**config.mk**
```make
export PLATFORM = sky130hd
export DESIGN_NAME = shift_rot_seq
export DESIGN_NICKNAME = d
export VERILOG_FILES = /design/src/rtl/alu8088_pkg.sv /design/src/rtl/shift_rot_step.sv /design/src/rtl/shift_rot_seq.sv
export SDC_FILE = /design/constraint.sdc
export NUM_CORES = 1
export LEC_CHECK = 0
export CORE_ASPECT_RATIO = 0.6
export CORE_MARGIN = 4
export CORE_UTILIZATION = 45
export DETAILED_ROUTE_END_ITERATION = 16
export PLACE_DENSITY = 0.76
export SLEW_MARGIN = 30
export SYNTH_ARGS = -nofsm -noshare
export SYNTH_HDL_FRONTEND = slang
export SYNTH_SLANG_ARGS = --single-unit
```
**constraint.sdc**
```tcl
create_clock -name clk -period 2.1 [get_ports clk]
set_clock_uncertainty 0.15 [all_clocks]
set_input_delay 0.525 -clock clk [delete_from_list [all_inputs] [get_ports clk]]
set_output_delay 0.525 -clock clk [all_outputs]
set_load 0.01 [all_outputs]
```
**src/rtl/alu8088_pkg.sv**
```systemverilog
// Shared encodings for the 8088 ALU slice: shift/rotate opcodes, sequencer
// states and operand MSB positions.
package alu8088_pkg;

  localparam logic [2:0] OP_ROL = 3'd0;
  localparam logic [2:0] OP_ROR = 3'd1;
  localparam logic [2:0] OP_RCL = 3'd2;
  localparam logic [2:0] OP_RCR = 3'd3;
  localparam logic [2:0] OP_SHL = 3'd4;
  localparam logic [2:0] OP_SHR = 3'd5;
  localparam logic [2:0] OP_SAR = 3'd7;

  localparam int MSB_W = 15;
  localparam int MSB_B = 7;

  typedef enum logic [1:0] {
    ST_IDLE = 2'd0,
    ST_RUN  = 2'd1,
    ST_DONE = 2'd2
  } state_t;

endpackage

```
**src/rtl/shift_rot_step.sv**
```systemverilog
// Combinational single-bit step of the shift/rotate group; byte mode works on
// bits [7:0] and passes the upper byte through untouched.
module shift_rot_step
  import alu8088_pkg::*;
#(
  parameter int W = 16
) (
  input  logic [W-1:0] v,
  input  logic         c,
  input  logic [2:0]   op,
  input  logic         w,
  output logic [W-1:0] v_next,
  output logic         c_next,
  output logic         of_next
);

  localparam int MW = $clog2(W);

  logic [MW-1:0] m;
  logic [MW-1:0] m1;
  logic [W-1:0]  vn;

  always_comb begin
    m       = w ? MW'(MSB_W) : MW'(MSB_B);
    m1      = m - 1'b1;
    vn      = '0;
    c_next  = 1'b0;
    of_next = 1'b0;
    case (op)
      OP_ROL: begin
        c_next  = v[m];
        vn      = {v[W-2:0], v[m]};
        of_next = vn[m] ^ c_next;
      end
      OP_RCL: begin
        c_next  = v[m];
        vn      = {v[W-2:0], c};
        of_next = vn[m] ^ c_next;
      end
      OP_ROR: begin
        c_next  = v[0];
        vn      = v >> 1;
        vn[m]   = v[0];
        of_next = vn[m] ^ vn[m1];
      end
      OP_RCR: begin
        c_next  = v[0];
        vn      = v >> 1;
        vn[m]   = c;
        of_next = vn[m] ^ vn[m1];
      end
      OP_SHR: begin
        c_next  = v[0];
        vn      = v >> 1;
        vn[m]   = 1'b0;
        of_next = v[m];
      end
      OP_SAR: begin
        c_next  = v[0];
        vn      = v >> 1;
        vn[m]   = v[m];
        of_next = 1'b0;
      end
      // SHL and the reserved encoding 6 behave identically
      default: begin
        c_next  = v[m];
        vn      = v << 1;
        of_next = vn[m] ^ c_next;
      end
    endcase
    v_next = w ? vn : {v[W-1:8], vn[7:0]};
  end

endmodule

```
**src/rtl/shift_rot_seq.sv**
```systemverilog
// Multi-cycle 8088 shift/rotate sequencer: one bit position per clock,
// registered result/CF/OF presented with a one-cycle done pulse.
//
//   state   | meaning
//   --------+------------------------------------------------------
//   IDLE    | waiting for start; operands latched on acceptance
//   RUN     | one step per cycle, remaining count counts down to 1
//   DONE    | last step taken; outputs load and done fires next
module shift_rot_seq
  import alu8088_pkg::*;
#(
  parameter int W  = 16,
  parameter int CW = 8
) (
  input  logic          clk,
  input  logic          rst,
  input  logic          start,
  input  logic [2:0]    op,
  input  logic          w,
  input  logic [W-1:0]  data,
  input  logic [CW-1:0] count,
  input  logic          cf_in,
  output logic          busy,
  output logic          done,
  output logic [W-1:0]  result,
  output logic          cf,
  output logic          of,
  output logic          flags_upd
);

  state_t        state, nxt;
  logic [2:0]    op_r;
  logic          w_r;
  logic [W-1:0]  v_r;
  logic          c_r;
  logic          of_r;
  logic          nz_r;
  logic [CW-1:0] cnt_r;
  logic [W-1:0]  v_next;
  logic          c_next;
  logic          of_next;

  shift_rot_step #(.W(W)) u_step (
    .v       (v_r),
    .c       (c_r),
    .op      (op_r),
    .w       (w_r),
    .v_next  (v_next),
    .c_next  (c_next),
    .of_next (of_next)
  );

  always_ff @(posedge clk or posedge rst) begin
    if (rst) state <= ST_IDLE;
    else     state <= nxt;
  end

  always_comb begin
    nxt = state;
    case (state)
      ST_IDLE: if (start) nxt = (count != '0) ? ST_RUN : ST_DONE;
      ST_RUN:  if (cnt_r == CW'(1)) nxt = ST_DONE;
      ST_DONE: nxt = ST_IDLE;
      default: nxt = ST_IDLE;
    endcase
  end

  assign busy = (state == ST_RUN);

  always_ff @(posedge clk or posedge rst) begin
    if (rst) begin
      op_r      <= '0;
      w_r       <= 1'b0;
      v_r       <= '0;
      c_r       <= 1'b0;
      of_r      <= 1'b0;
      nz_r      <= 1'b0;
      cnt_r     <= '0;
      done      <= 1'b0;
      result    <= '0;
      cf        <= 1'b0;
      of        <= 1'b0;
      flags_upd <= 1'b0;
    end else begin
      done      <= 1'b0;
      flags_upd <= 1'b0;
      case (state)
        ST_IDLE: if (start) begin
          op_r  <= op;
          w_r   <= w;
          v_r   <= data;
          c_r   <= cf_in;
          of_r  <= 1'b0;
          nz_r  <= (count != '0);
          cnt_r <= count;
        end
        ST_RUN: begin
          v_r   <= v_next;
          c_r   <= c_next;
          of_r  <= of_next;
          cnt_r <= cnt_r - 1'b1;
        end
        ST_DONE: begin
          done      <= 1'b1;
          result    <= v_r;
          cf        <= c_r;
          of        <= of_r;
          flags_upd <= nz_r;
        end
        default: ;
      endcase
    end
  end

endmodule

```
==> impl_metrics.csv, run 1 <==
group,metric,value,unit
clock_network,cts_resized,2,
timing,slew_violations,0,
clock_network,cts_setup_buffers,0,
power_and_ir_drop,power_leakage,1.47,nW
placement,dp_slack,-0.0933,ns
grt,grt_max_degree,41,
placement,portBuffers,52,
timing,tightest_slew,0.545,ns
power_and_ir_drop,ir_drop,600,uV
power_and_ir_drop,p_per_area,1230,nW/um2
finish,nets,349,
floorplanning,initial_core_util,0.467,
timing,grt_setup_unrepaired,"false",
hold_path,hold_path_class,"in2async",
yosys,synth_edf_count,0,
yosys,synth_commonest_cells,"dfrtp_1, nand2_1, mux2_2",
clock_network,clk_latency,0.31,ns
finish,fillCellCount,525,
worst_setup_path,cp.arrival,1.23,ns
timing,setup_tns,0,ns
placement,dp_hpwl,4.43,mm
clock_network,cts_root_buf,"clkbuf_8",
timing,setup_viol,0,
routing,via_per_inst,5.36,
worst_setup_path,required,1.42,ns
worst_setup_path,cp_slowest_cell,"clkdlybuf4s50_1",
floorplanning,coreArea,5620,um2
finish,n_antenna_cell,0,
placement,gp_congestion,0.809,
timing,final.setup.worst_slack,0.200,ns
routing,final_antenna_net_count,0,
worst_setup_path,path_max_fanout,2,
worst_setup_path,crit_chain,"clkdlybuf4s50_1",
timing,fin_crit,1.90,ns
routing,drtIter0Drc,63,
routing,via_count,2121,
floorplanning,ios,53,
yosys,synthDistinctLibCells,45,
clock_network,clock_sinks,53,
yosys,netlist_area,2630,um2
floorplanning,placement_rows,21,
yosys,synth-seq-cells,53,
routing,drt-total-wl,6.06,mm
clock_network,cts_max_level,2,
yosys,synth_top_area_share,0.505,
finish,final_util,0.605,
finish,drive_gt1_frac,0.161,
timing,hold_violations,0,
placement,place_area,3310,um2
yosys,synthTopCellsByArea,"dfrtp_1, mux2_2, nand2_1, mux2i_1, o21ai_0",
timing,fmax,526,MHz
yosys,syn_avg_cell_area,10.3,um2
yosys,synthCells,255,
timing,slew_headroom,0.637,
clock_network,cts-buffers-inserted,5,
grt,grt.total_usage,0.179,
timing,period_share,0.905,
yosys,yosysWarnings,0,
clock_network,hold_buffers,0,
clock_network,clkTransAtPathRegs,0.11,ns
finish,fin_area,3400,um2
clock_network,cts_tree,"yes",
grt,grt_antenna_before_repair,0,
finish,syn2layout_area_growth,29.4,%
yosys,syn_nets,289,
worst_setup_path,r2r_cells,6,
placement,dp.cells,388,
job,cap_violations,0,
clock_network,clk_path_buf_depth,2,
worst_setup_path,crit_type,"reg2out",
floorplanning,die_w,107,um
yosys,ys.flop_type,"dfrtp_1",
yosys,seq_area_frac_synth,0.505,
yosys,synthArstFlopShare,1.00,
yosys,synth.largest_area_cell,"dfrtp_1",
worst_setup_path,end_kind,"output port",
worst_setup_path,start_kind,"flop",
worst_setup_path,path_buf_inv,1,
grt,grt_overflow,0,
grt,grt_pass1_vias,2031,
worst_setup_path,cpLargestDelayFamily,"buffers and inverters",
routing,route.detailed.drc,0,
yosys,synth_most_common_cell,"dfrtp_1",
worst_setup_path,crit_cells,1,
floorplanning,die_area,7170,um2
outcome,status,"finished clean",
floorplanning,die_h,67.2,um
grt,grt_pass1_wl,10.1,mm
finish,seq_area,1330,um2
worst_setup_path,slowest_delay,0.55,ns
finish,multi_input_area,1200,um2
finish,stdcell_count,396,
routing,drt-pass1-iter-count,4,
routing,drt-wirelength-per-cell,15.3,um
==> stage by stage <==
step	total power [mW]	hold slack, ns
finish	4.19	0.322
CTS	4.22	0.326
floorplan	3.04	0.304
detailed placement	3.61	0.321
global route	4.55	0.328
global placement	3.52	0.316
==> per-layer routing <==
metal  GRT usage  share of wire  up-vias
met5           0              0        -
met4      0.0510         0.0097        0
met3      0.0468          0.083        7
met2       0.258           0.42       72
met1       0.267           0.49     1015
li1            -              -     1027
==> placed cells by master, fill, tap and decap left out, types with 2 or more instances in the layout <==
cell and instances:
a21o_1 2, o21ai_0 14, mux2i_1 12, o211ai_1 2, mux2_2 18, a31oi_1 7, nand3_1 4, clkbuf_8 5
nand2_1 41, clkdlybuf4s50_1 51, or4_1 3, a21oi_1 11, o22ai_1 4, ha_1 2, and2_1 3, a211oi_1 9
nor2b_1 6, inv_1 3, buf_4 13, nor2_1 17, xor2_1 2, nor4_1 2, dfrtp_1 52, buf_12 2
nor3_1 4, inv_6 2
==> where the power goes <==
group / internal [mW] / total, mW / leakage (nW) / switching, mW
registers: 1.34 / 1.76 / 0.679 / 0.414
logic: 0.872 / 1.83 / 0.748 / 0.953
clock network: 0.244 / 0.612 / 0.0452 / 0.368
==> registers in the layout, indices dropped and copies added (netlist names) <==
| register | count |
|---|---|
| op_r | 3 |
| cnt_r | 8 |
| c_r | 1 |
| done | 1 |
| w_r | 1 |
| result | 16 |
| state | 2 |
| flags_upd | 1 |
| of_r | 1 |
| nz_r | 1 |
| v_r | 16 |
| of | 1 |
| cf | 1 |
==> final cells by class <==
class | instances | area share
clock inverter | 3 | 0.00736
clock buffer | 5 | 0.0202
timing repair buffer | 67 | 0.193
multi-input combinational | 183 | 0.353
inverter | 5 | 0.00625
tap | 80 | 0.0294
sequential | 53 | 0.390
==> logic make-up (layout without fill, tap and decap cells) <==
kind of cell,after synthesis,in the layout,share of synthesized area
DFF,53,53,0.505
buffers and inverters,19,80,0.0381
AOI/OAI and AO/OA,58,58,0.141
adders and majority gates,2,2,0.00952
and+or+nand+nor,89,89,0.165
xor gates and xnor gates,3,3,0.0100
muxes,31,31,0.131
==> final timing paths <==
| kind | startpoint | slack, ns | endpoint |
|---|---|---|---|
| setup / recovery | result[0] | 0.20 | result[0] |
| hold / removal | rst | 0.32 | done |
| setup reg to reg | state[1] | 0.42 | op_r[2] |
| hold reg to reg | nz_r | 0.34 | nz_r |
| max in group asynchronous | rst | 0.95 | state[0] |
| min in group clk | nz_r | 0.34 | nz_r |
Note: power is estimated with default switching activity, not from simulation.
==> run 2, diff against run 1 <==
--- a/config.mk
+++ b/config.mk
@@ -8,9 +8,11 @@
 export CORE_ASPECT_RATIO = 0.6
 export CORE_MARGIN = 4
 export CORE_UTILIZATION = 45
+export CTS_BUF_LIST = sky130_fd_sc_hd__clkbuf_8
 export DETAILED_ROUTE_END_ITERATION = 16
+export HOLD_SLACK_MARGIN = 0.05
 export PLACE_DENSITY = 0.76
-export SLEW_MARGIN = 30
+export SLEW_MARGIN = 20
 export SYNTH_ARGS = -nofsm -noshare
 export SYNTH_HDL_FRONTEND = slang
 export SYNTH_SLANG_ARGS = --single-unit
==> results of run 2 <==
The final DEF is identical to that of run 1; final timing and power are the same.
